### src/rtl/line_writeback.sv
// Writes one 64-byte cache line to memory: arbitrate for the bus, send one
// address phase, stream eight data beats, then release the bus and report ready.
module line_writeback #(
  parameter int BUS_DATA_WIDTH = 64,
  parameter int BUS_TAG_WIDTH  = 13,
  parameter logic [BUS_TAG_WIDTH-1:0] WRITE_TAG = 13'h1100
) (
  input  logic                        clk,
  input  logic                        reset,
  input  logic                        enable,
  input  logic [63:0]                 addr,
  input  logic [8*BUS_DATA_WIDTH-1:0] data,
  input  logic                        abtr_grant,
  output logic                        abtr_reqcyc,
  output logic                        bus_busy,
  output logic                        main_bus_reqcyc,
  output logic [BUS_DATA_WIDTH-1:0]   main_bus_req,
  output logic [BUS_TAG_WIDTH-1:0]    main_bus_reqtag,
  input  logic                        main_bus_reqack,
  output logic                        ready
);

  localparam int BEATS = 8;

  typedef enum logic [2:0] {IDLE, ARB, ADDR, DATA, RELEASE, READY} state_t;

  state_t                                 state, nxt;
  logic [2:0]                             cnt, cnt_nxt;
  logic [63:0]                            addr_buf;
  logic [BEATS-1:0][BUS_DATA_WIDTH-1:0]   data_buf;
  logic                                   start;

  assign start = (state == IDLE || state == READY) && enable;

  always_comb begin
    nxt     = state;
    cnt_nxt = cnt;
    case (state)
      IDLE, READY: if (enable) nxt = ARB;
      ARB:         if (abtr_grant) nxt = ADDR;
      ADDR: if (main_bus_reqack) begin
        nxt     = DATA;
        cnt_nxt = 3'd0;
      end
      DATA: begin
        if (cnt == 3'(BEATS - 1)) nxt = RELEASE;
        else cnt_nxt = cnt + 3'd1;
      end
      RELEASE:     nxt = READY;
      default:     nxt = IDLE;
    endcase
  end

  // Outputs are registered off the next state, so each one is a pure
  // function of the state/counter/buffers visible in the same cycle.
  always_ff @(posedge clk) begin
    if (reset) begin
      state           <= IDLE;
      cnt             <= 3'd0;
      abtr_reqcyc     <= 1'b0;
      bus_busy        <= 1'b0;
      main_bus_reqcyc <= 1'b0;
      main_bus_req    <= '0;
      main_bus_reqtag <= '0;
      ready           <= 1'b0;
    end else begin
      state           <= nxt;
      cnt             <= cnt_nxt;
      abtr_reqcyc     <= (nxt == ARB);
      bus_busy        <= (nxt == ADDR) || (nxt == DATA) || (nxt == RELEASE);
      main_bus_reqcyc <= (nxt == ADDR) || (nxt == DATA);
      main_bus_reqtag <= ((nxt == ADDR) || (nxt == DATA)) ? WRITE_TAG : '0;
      ready           <= (nxt == READY);
      if (nxt == ADDR)      main_bus_req <= BUS_DATA_WIDTH'(addr_buf);
      else if (nxt == DATA) main_bus_req <= data_buf[cnt_nxt];
      else                  main_bus_req <= '0;
    end
  end

  // Buffers only load when a write-back starts; their reset value is irrelevant.
  always_ff @(posedge clk) begin
    if (!reset && start) begin
      addr_buf <= {addr[63:6], 6'b0};
      data_buf <= data;
    end
  end

endmodule
### config.mk
export PLATFORM = sky130hd
export DESIGN_NAME = line_writeback
export DESIGN_NICKNAME = d
export VERILOG_FILES = /design/src/rtl/line_writeback.sv
export SDC_FILE = /design/constraint.sdc
export NUM_CORES = 1
export LEC_CHECK = 0
export ABC_CLOCK_PERIOD_IN_PS = 90300
export BUFFER_PORTS_ARGS = -buffer_cell sky130_fd_sc_hd__buf_4
export CAP_MARGIN = 15
export CORE_AREA = 2 2 259 261
export DETAILED_ROUTE_END_ITERATION = 10
export DIE_AREA = 0 0 261 263
export HOLD_SLACK_MARGIN = 0.15
export PLACE_DENSITY_LB_ADDON = 0.12
export SYNTH_ARGS = -nofsm -noshare
export SYNTH_HDL_FRONTEND = slang
export SYNTH_SLANG_ARGS = --single-unit
### constraint.sdc
create_clock -name clk -period 90.3 [get_ports clk]
set_clock_uncertainty 0.05 [all_clocks]
set_input_delay 9.03 -clock clk [delete_from_list [all_inputs] [get_ports clk]]
set_output_delay 9.03 -clock clk [all_outputs]
set_load 0.005 [all_outputs]
* Word-level counts from Yosys, hierarchy flattened *
Index checks and enable logic that the tools add are counted.

word-level totals
  input bits = 581
  word-level logic and storage cells = 54
  bits in registers = 657

operators by class
  eq/ne operators = 11
  reduce and logical (&&, ||, !) cells = 9
  bitwise operators = 1
  order comparisons = 1
  multiplexer cells = 13
  add/sub/neg operators = 1

operator list
  operator                                             number
  binary-select mux 64 bit (select 3 bit)              1
  2-to-1 mux 64 bit                                    3
  2-to-1 mux 3 bit                                     6
  == test 3 bit (second input constant)                5
  case mux 3 bit (5 select lines)                      1
  2-to-1 mux 13 bit                                    1
  == test 3 x 2 -> 1 bit (second input constant)       4
  == test 3 x 1 -> 1 bit (second input constant)       2
  case mux 3 bit (2 select lines)                      1
  < comparator 3 x 4 -> 1 bit (second input constant)  1
  adder 3 x 1 -> 3 bit (second input constant)         1
  logical NOT 3 bit                                    1
  logical OR 1 bit                                     3
  OR reduction 3 bit                                   1
  logical AND 1 bit                                    2
  OR reduction 2 bit                                   1
  logical NOT 1 bit                                    1
  NOT 1 bit                                            1

* Depth between registers and ports, before layout *
Gate-level depths: netlist of the first run.

  depth in word-level cells = 7
  gate-level depth with buffers = 10
  gate-level depth less buffers = 7

* Worst setup path after synthesis of the first run *
OpenSTA, ideal clock, no wires.

  path kind = input to register
  start = input reset
  end = register addr_buf[10] (enable)
  path slack = 20.350 ns
  stages = 2
  library setup time = 3.093 ns
  data required time = 87.157 ns
  data arrival time = 66.808 ns
  path buffers = 1
  path through = clkbuf_1 nor4b_1

on the way
  word-level cells in the longest chain between the ends = 2

RTL lines
  item                  RTL line  source
  start, declared       9         input logic reset,
  logical NOT 1 bit     82        if (!reset && start) begin
  logical AND 1 bit     82
  end signal, assigned  83        addr_buf <= {addr[63:6], 6'b0};
  end, declared         29        logic [63:0] addr_buf;

No other way between the ends.
A chain may end at the register's enable or synchronous reset.

* Final worst setup path of the first run *
  start = input main_bus_reqack
  end = register main_bus_req[52]

on the way
  word-level cells in the longest chain between the ends = 6
  elaborated cells on any way between the ends = 10
  classes of those cells = 2 x eq/ne; 8 x mux

RTL lines
  item                                     RTL line  source
  start, declared                          19        input logic main_bus_reqack,
  2-to-1 mux 3 bit                         41        ADDR: if (main_bus_reqack) begin
  case mux 3 bit (2 select lines)          38        case (state)
  binary-select mux 64 bit (select 3 bit)  75        else if (nxt == DATA) main_bus_req <= data_buf[cnt_nxt];
  2-to-1 mux 64 bit (not written as such)  75
  2-to-1 mux 64 bit                        75
  2-to-1 mux 64 bit (*)                    74        if (nxt == ADDR) main_bus_req <= BUS_DATA_WIDTH'(addr_buf);
  end signal, assigned                     74
  end signal, assigned                     75
  end, declared                            17        output logic [BUS_DATA_WIDTH-1:0] main_bus_req,

Mark *: on every way between the ends. The rest lies on a longest branch, timed or not. The select of a mux whose other input is x is not followed.

==> summary.md, run 1 <==
| Metric | Value |
|---|---|
| Status | `finished, final reports clean` |
| Fillers | `5,721` |
| Root buffer cell | `clkbuf_16` |
| CTS tree | `yes` |
| IO buf count | `around 640` |
| Arr. time, crit path | `12,880 ps` |
| Critical Path Most Common Cell | `buf_4` |
| Delay of the slowest critical-path stage | `between 800 and 900 ps` |
| Critical Path RT | `between 90,000 and 100,000 ps` |
| Syn Inst Count | `roughly 1,700` |
| Most common cell after layout, fill and taps aside | `buf_4` |
| Most frequent cells in the layout | `663 x buf_4, 570 x edfxtp_1, 166 x nand2_1, 119 x a21oi_1` |
| Largest net degree at the start of global routing | `193` |
| Placed cell areas | `around 31,000 um^2` |
| CP Launch Type | `input port` |
| Total global-route track usage | `0.226` |
| Worst-path maximum fanout | `63` |
| Detailed placer's ending HPWL | `about 53,000 um` |
| Setup bufs post-CTS | `0` |
| Clock transition at path regs | `roughly 60 ps` |
| Vias per inst | `between 5 and 6` |
| Antenna violations before repair | `30` |
| Total die area | `~69,000 um^2` |
| Final setup viols | `0` |
| FP Rows | `94` |
| FFs w/ async S/R, synth | `0` |
| Met2 WL post-DR | `just over 40,000 um` |
| FF/Latch Area | `about 19,000 um^2` |
| Max Slew Vio Count | `0` |
| Post-route ant nets | `0` |
| Clock Sinks | `around 640` |
| Metal3 WL | `roughly 6700 um` |
| Final Hold Fails | `0` |
| Crit end category | `flop` |
| Hold Crit Class | `flop to flop` |
| M1 WL | `30,300 um` |
| Starting DRT DRC Count | `1,529` |
| Sequential cell area fraction in the yosys report | `0.743` |
| Nets | `2,858` |
| Yosys warns | `0` |
| Syn Area/Cell | `approximately 15 um^2` |
| Final min period | `about 12,000 ps` |
| Wire per inst | `about 25 um` |
| CP Buf/Inv Count | `2` |
| Highest metal used | `met5` |
| Most used flip-flop cell after synthesis | `edfxtp_1` |
| Total CTS buffers | `slightly above 70` |
| Area grow syn2layout | `31.7%` |
| Routability Congestion | `0.821` |
| Netlist cell types | `57` |
| Starting density of the core | `0.381` |
| Cell area after synthesis | `25,000 um^2` |
| Top-Level Pins | `around 660` |
| Worst-skew pair later-pin latency | `just over 600 ps` |
| Total routed wirelength | `between 80,000 and 90,000 um` |
| Slowest CP cell | `buf_4` |
| Grt total ovfl | `0` |
| Max Cap Viol | `0` |
| RSZ-0062 raised after global routing | `false` |
| Final Cycle Share | `0.137` |
| Fin util | `0.502` |
| Global-route wire length before repair | `113,000 um` |
| FMAX | `between 80 and 90 MHz` |
| DIE WIDTH | `around 260 um` |
| Final Cell Area | `33,000 um^2` |
| Worst slew pin tran | `between 1000 and 1500 ps` |
| CTS Hold Bufs | `0` |
| Die span in y | `263 um` |
| EDFF count, synth | `570` |
| Pwr Density | `roughly 21 nW/um^2` |
| Crit path cell chain | `buf_4, nand4bb_4, o211a_4, nand2_4, buf_4, a211oi_1, o21ai_0, a32o_1` |
| Core Region | `65,600 um^2` |
| Peak supply drop | `around 0.000016 V` |
| WS Path Type | `input port to flop` |
| Slew HR | `0.269` |
| Routed vias | `17,100` |
| DRC Markers | `0` |
| CP delay by family, top | `compound AO/OA/AOI/OAI gates` |
| P_leak | `12.2 nW` |
| FF+latch count, synth | `644` |
| Number of global-route vias before repair | `between 15,000 and 20,000` |
| TritonRoute pass-1 iters | `5` |
| Sum Neg Setup Slack | `0 ps` |
| Share of layout cells above drive strength 1 | `0.352` |
| Area of the multi-input gates | `~5700 um^2` |
| H-tree Lvls | `3` |
| CTS resizes | `0` |
| Clock Path Buffers | `3` |
-- power by group --
group	internal [W]	switching [W]	total, W
combinational	0.0000280	0.0000284	0.0000564
sequential	0.000344	0.00000546	0.000350
clock	0.000167	0.000120	0.000287
-- metrics by stage --
stage | instances | hold WS (ps) | total power (W) | setup slack, ps
after global routing | 3217 | 424 | 0.000717 | 77810
after CTS | 3199 | 411 | 0.000700 | 77920
after global placement | 3066 | 389 | 0.000411 | 77240
after detailed placement | 3066 | 395 | 0.000413 | 77280
final | 3222 | 407 | 0.000693 | 77900
after floorplan | 1677 | 385 | 0.000412 | 20350
-- registers in the layout, summed over array words and instances (netlist names) --
name,count
addr_buf,58
bus_busy,1
main_bus_req,64
cnt,3
main_bus_reqtag,1
ready,1
data_buf,512
state,3
abtr_reqcyc,1
-- metal layers --
metal  global-route usage  up-vias
met4               0.0835       14
met5                    0        -
met3               0.0690      129
met1                0.267     8423
li1                     -     7836
met2                0.385      662
-- synthesized netlist by cell type, drive strengths merged, types with 45 or more instances --
| library cell | count | area share |
|---|---|---|
| edfxtp | 570 | 0.68 |
| nand2 | 169 | 0.025 |
| a21oi | 120 | 0.024 |
| dfxtp | 74 | 0.059 |
| buf | 73 | 0.017 |
| clkbuf | 67 | 0.010 |
| a32o | 58 | 0.023 |
| o21ai | 58 | 0.012 |
| a211oi | 51 | 0.015 |
| and3 | 51 | 0.013 |
| nor2 | 51 | 0.0078 |
| o22ai | 45 | 0.011 |
-- cell type report --
class	count	area share
Sequential cell	644	0.564
Multi-Input combinational cell	851	0.174
Timing Repair Buffer	665	0.152
Clock buffer	99	0.0614
Tap cell	864	0.0328
Clock inverter	34	0.00892
Inverter	42	0.00478
Antenna cell	23	0.00175
-- logic make-up after synthesis --
kind of cell               Yosys count  share of synthesized area
DFF                                644                      0.743
AOI/OAI and AO/OA                  508                      0.155
and+or+nand+nor                    291                     0.0521
buffers and inverters              182                     0.0330
muxes                               39                     0.0156
adders and majority gates            1                   0.000500
other                                1                   0.000150
xor gates and xnor gates             1                   0.000350
-- final timing paths --
| check | endpoint | slack (ps) | startpoint | cells past startpoint |
|---|---|---|---|---|
| worst max-delay path | main_bus_req[52] | 77900 | main_bus_reqack | 8 |
| worst min-delay path | main_bus_req[35] | 410 | addr_buf[35] | 1 |
| worst max register to register | main_bus_req[22] | 85480 | cnt[0] | 7 |
| worst min register to register | main_bus_req[35] | 410 | addr_buf[35] | 1 |
-- worst reg2reg max path, delay by kind of cell, from the launching register on --
kind | cells | cell delay, ps
simple gates | 2 | 1470
fa+ha+maj | 1 | 1030
buf+inv | 1 | 830
mux | 1 | 500
flops | 1 | 430
compound gates | 2 | 410
No activity file was read; power rests on OpenSTA's default activity.
==> run 2: changes to the inputs <==
ABC_AREA = 1   (was not set)
ABC_CLOCK_PERIOD_IN_PS = 11800   (was 90300)
CORE_AREA = 2 2 258 260   (was 2 2 259 261)
DIE_AREA = 0 0 260 262   (was 0 0 261 263)
clock period = 11.8 ns   (was 90.3 ns; I/O delays follow)
==> summary.md, run 2 <==
| Metric | Value |
|---|---|
| Status | `finished, final reports clean` |
| Area grow syn2layout | `30.0%` |
| Syn Area/Cell | `11.7 um^2 (-22%)` |
| Peak supply drop | `0.000107 V (+560%)` |
| Vias per inst | `5.03 (-5.0%)` |
| Clock Path Buffers | `3 (unchanged)` |
| Detailed placer's ending HPWL | `52,900 um (+0.38%)` |
| Max Slew Vio Count | `0 (unchanged)` |
| Max Cap Viol | `0 (unchanged)` |
| Pwr Density | `157 nW/um^2 (+650%)` |
| Die span in y | `262 um (-0.38%)` |
| Top post-synthesis cells by count | `570 x edfxtp_1, 473 x nand3_1, 308 x nand2_1` |
| Worst-path maximum fanout | `68 (+7.9%)` |
| DRC Markers | `0 (unchanged)` |
| Clock Power Share | `0.414 (about the same)` |
| Placed cell areas | `31,600 um^2 (+3.4%)` |
| Post-route ant nets | `0 (unchanged)` |
| Most frequent cells in the layout | `661 x buf_4, 570 x edfxtp_1, 473 x nand3_1, 306 x inv_1, 305 x nand2_1` |
| CTS tree | `yes` |
| FFs w/ async S/R, synth | `0 (unchanged)` |
| H-tree Lvls | `3 (unchanged)` |
| CP Launch Type | `input port` |
| Fillers | `5,872 (+2.6%)` |
| Clock Sinks | `644 (unchanged)` |
| Setup bufs post-CTS | `0 (unchanged)` |
| CTS Hold Bufs | `0 (unchanged)` |
| IO buf count | `644 (unchanged)` |
| Sw Share | `0.228 (+0.00569)` |
| Number of global-route vias before repair | `18,700 (+7.2%)` |
| Crit end category | `flop` |
| Total CTS buffers | `73 (+1.4%)` |
| Sw Pwr | `0.00122 W (+690%)` |
| Final setup viols | `0 (unchanged)` |
| Final Cycle Share | `0.358` |
| Top post-synthesis cells by area | `edfxtp_1 65%, nand3_1 9.0%, dfxtp_1 5.7%` |
| PnR worst setup slack | `7570 ps (-70,330 ps)` |
| CTS resizes | `0 (unchanged)` |
| Core Region | `65,300 um^2 (-0.54%)` |
| Total die area | `68,100 um^2 (-0.76%)` |
| Combinational share of power | `0.089 (+0.008)` |
| Arr. time, crit path | `4720 ps (-8160 ps)` |
| Syn Inst Count | `2,229 (+34%)` |
| Hold slack | `464 ps (+56.7 ps)` |
| Pre-CTS setup slack | `6870 ps (-70,410 ps)` |
| Synth top area share | `0.654 (-0.0302)` |
| EDFF count, synth | `570 (unchanged)` |
| Clock transition at path regs | `60 ps (about the same)` |
| RSZ-0062 raised after global routing | `false` |
| Wire per inst | `22.0 um (-11%)` |
| Yosys warns | `0 (unchanged)` |
| Routed vias | `19,000 (+11%)` |
| Largest net degree at the start of global routing | `198 (+2.6%)` |
| Sum Neg Setup Slack | `0 ps (unchanged)` |
| Root buffer cell | `clkbuf_16` |
| FP Rows | `94 (unchanged)` |
| Final Hold Fails | `0 (unchanged)` |
| Largest regs | `data_buf (512), main_bus_req (64), addr_buf (58)` |
| Grt total ovfl | `0 (unchanged)` |
| Nets | `3,406 (+19%)` |
| Top-Level Pins | `662 (unchanged)` |
| Final min period | `between 4000 and 5000 ps` |
| Most used flip-flop cell after synthesis | `edfxtp_1` |
| Top-count cell post-synth | `edfxtp_1` |
| FF+latch count, synth | `644 (unchanged)` |
| P_int | `0.00413 W (+670%)` |
| Total routed wirelength | `83,000 um (+3.7%)` |
| Starting DRT DRC Count | `1,592 (+4.1%)` |
| Antenna violations before repair | `32 (+6.7%)` |
| Critical Path RT | `12,300 ps (-78,490 ps)` |
| Sequential Power Share | `0.498 (-0.007)` |
| Share of layout cells above drive strength 1 | `0.271 (-0.0804)` |
| Slew HR | `0.200 (-0.0688)` |
| P_leak | `14.1 nW (+15%)` |
| Starting density of the core | `0.401 (+0.0197)` |
| Cell area after synthesis | `26,200 um^2 (+4.6%)` |
| FMAX | `237 MHz` |
| Total global-route track usage | `0.236 (+0.0105)` |
| Post-synth top area cell | `edfxtp_1` |
| Final Cell Area | `34,000 um^2 (+3.2%)` |
| Routability Congestion | `0.856 (+4.3%)` |
| Worst-skew pair later-pin latency | `620 ps (about the same)` |
| Most common cell after layout, fill and taps aside | `buf_4` |
| Worst slew pin tran | `1200 ps (+103 ps)` |
| Hold Crit Class | `flop to flop` |
| Global-route wire length before repair | `118,000 um (+4.3%)` |
| Fin util | `0.521 (+0.0189)` |
| Top reg by flops | `data_buf` |
| DIE WIDTH | `260 um (-0.38%)` |
| TritonRoute pass-1 iters | `6 (+1)` |
| Sequential cell area fraction in the yosys report | `0.711 (-0.0328)` |
| Largest register FFs | `512 (unchanged)` |
| WS Path Type | `input port to flop` |
| Netlist cell types | `27 (-53%)` |
run 2: worst paths after layout:
kind | from | endpoint | slack (ps) | cells past startpoint
worst max-delay path | main_bus_reqack | main_bus_req[24] | 7570 | 10
worst min-delay path | addr_buf[52] | main_bus_req[52] | 460 | 2
worst max register to register | state[1] | main_bus_req[24] | 7750 | 9
worst min register to register | addr_buf[52] | main_bus_req[52] | 460 | 2
run 2: layout make-up:
| class | count | area, um^2 | area share |
|---|---|---|---|
| diodes | 24 | 60.1 | 0.00177 |
| clock buffers | 102 | 2060 | 0.0605 |
| clock inverters | 32 | 283 | 0.00831 |
| inverters | 310 | 1170 | 0.0344 |
| multi-input cells | 1132 | 5760 | 0.169 |
| flip-flops and latches | 644 | 18600 | 0.547 |
| well taps | 864 | 1080 | 0.0318 |
| repair buffers | 663 | 5000 | 0.147 |
run 2: cell families (layout without fill, tap and decap cells):
| family | after synthesis | count (layout) | share of synthesized area |
|---|---|---|---|
| buf+inv | 463 | 1107 | 0.0735 |
| compound gates | 102 | 102 | 0.0199 |
| simple gates | 1018 | 1018 | 0.195 |
| other cells | 1 | 35 | 0.000143 |
| fa+ha+maj | 1 | 1 | 0.000478 |
| flops | 644 | 644 | 0.711 |
run 2: power by group through the flow:
stage	Clock (W)	Sequential (W)	Combinational [W]
floorplan	0	0.00276	0.000222
global placement	0	0.00271	0.000469
detailed placement	0	0.00271	0.000476
CTS	0.00226	0.00266	0.000478
global route	0.00234	0.00267	0.000521
finish	0.00221	0.00266	0.000474
run 2: per-stage QoR:
step	std cells	power (W)
floorplan	2239	0.00298
global placement	3613	0.00318
detailed placement	3613	0.00319
CTS	3747	0.00541
global route	3768	0.00554
finish	3771	0.00535
run 2: per-layer routing:
| metal | vias up | track usage | part of all wire | wire [um] |
|---|---|---|---|---|
| met5 | - | 0 | 0.0015 | 121 |
| met4 | 20 | 0.108 | 0.040 | 3290 |
| met3 | 195 | 0.0695 | 0.086 | 7120 |
| met2 | 722 | 0.392 | 0.49 | 41000 |
| met1 | 9188 | 0.285 | 0.38 | 31500 |
| li1 | 8850 | - | - | - |
run 2: critical path, cell delays in order:
cell	delay [ps]
buf_4	100
nor2_1	50
o21ai_0	330
nand2_4	450
inv_4	900
buf_4	800
nand3_1	170
nand3_1	220
nand3_1	140
a21oi_1	160
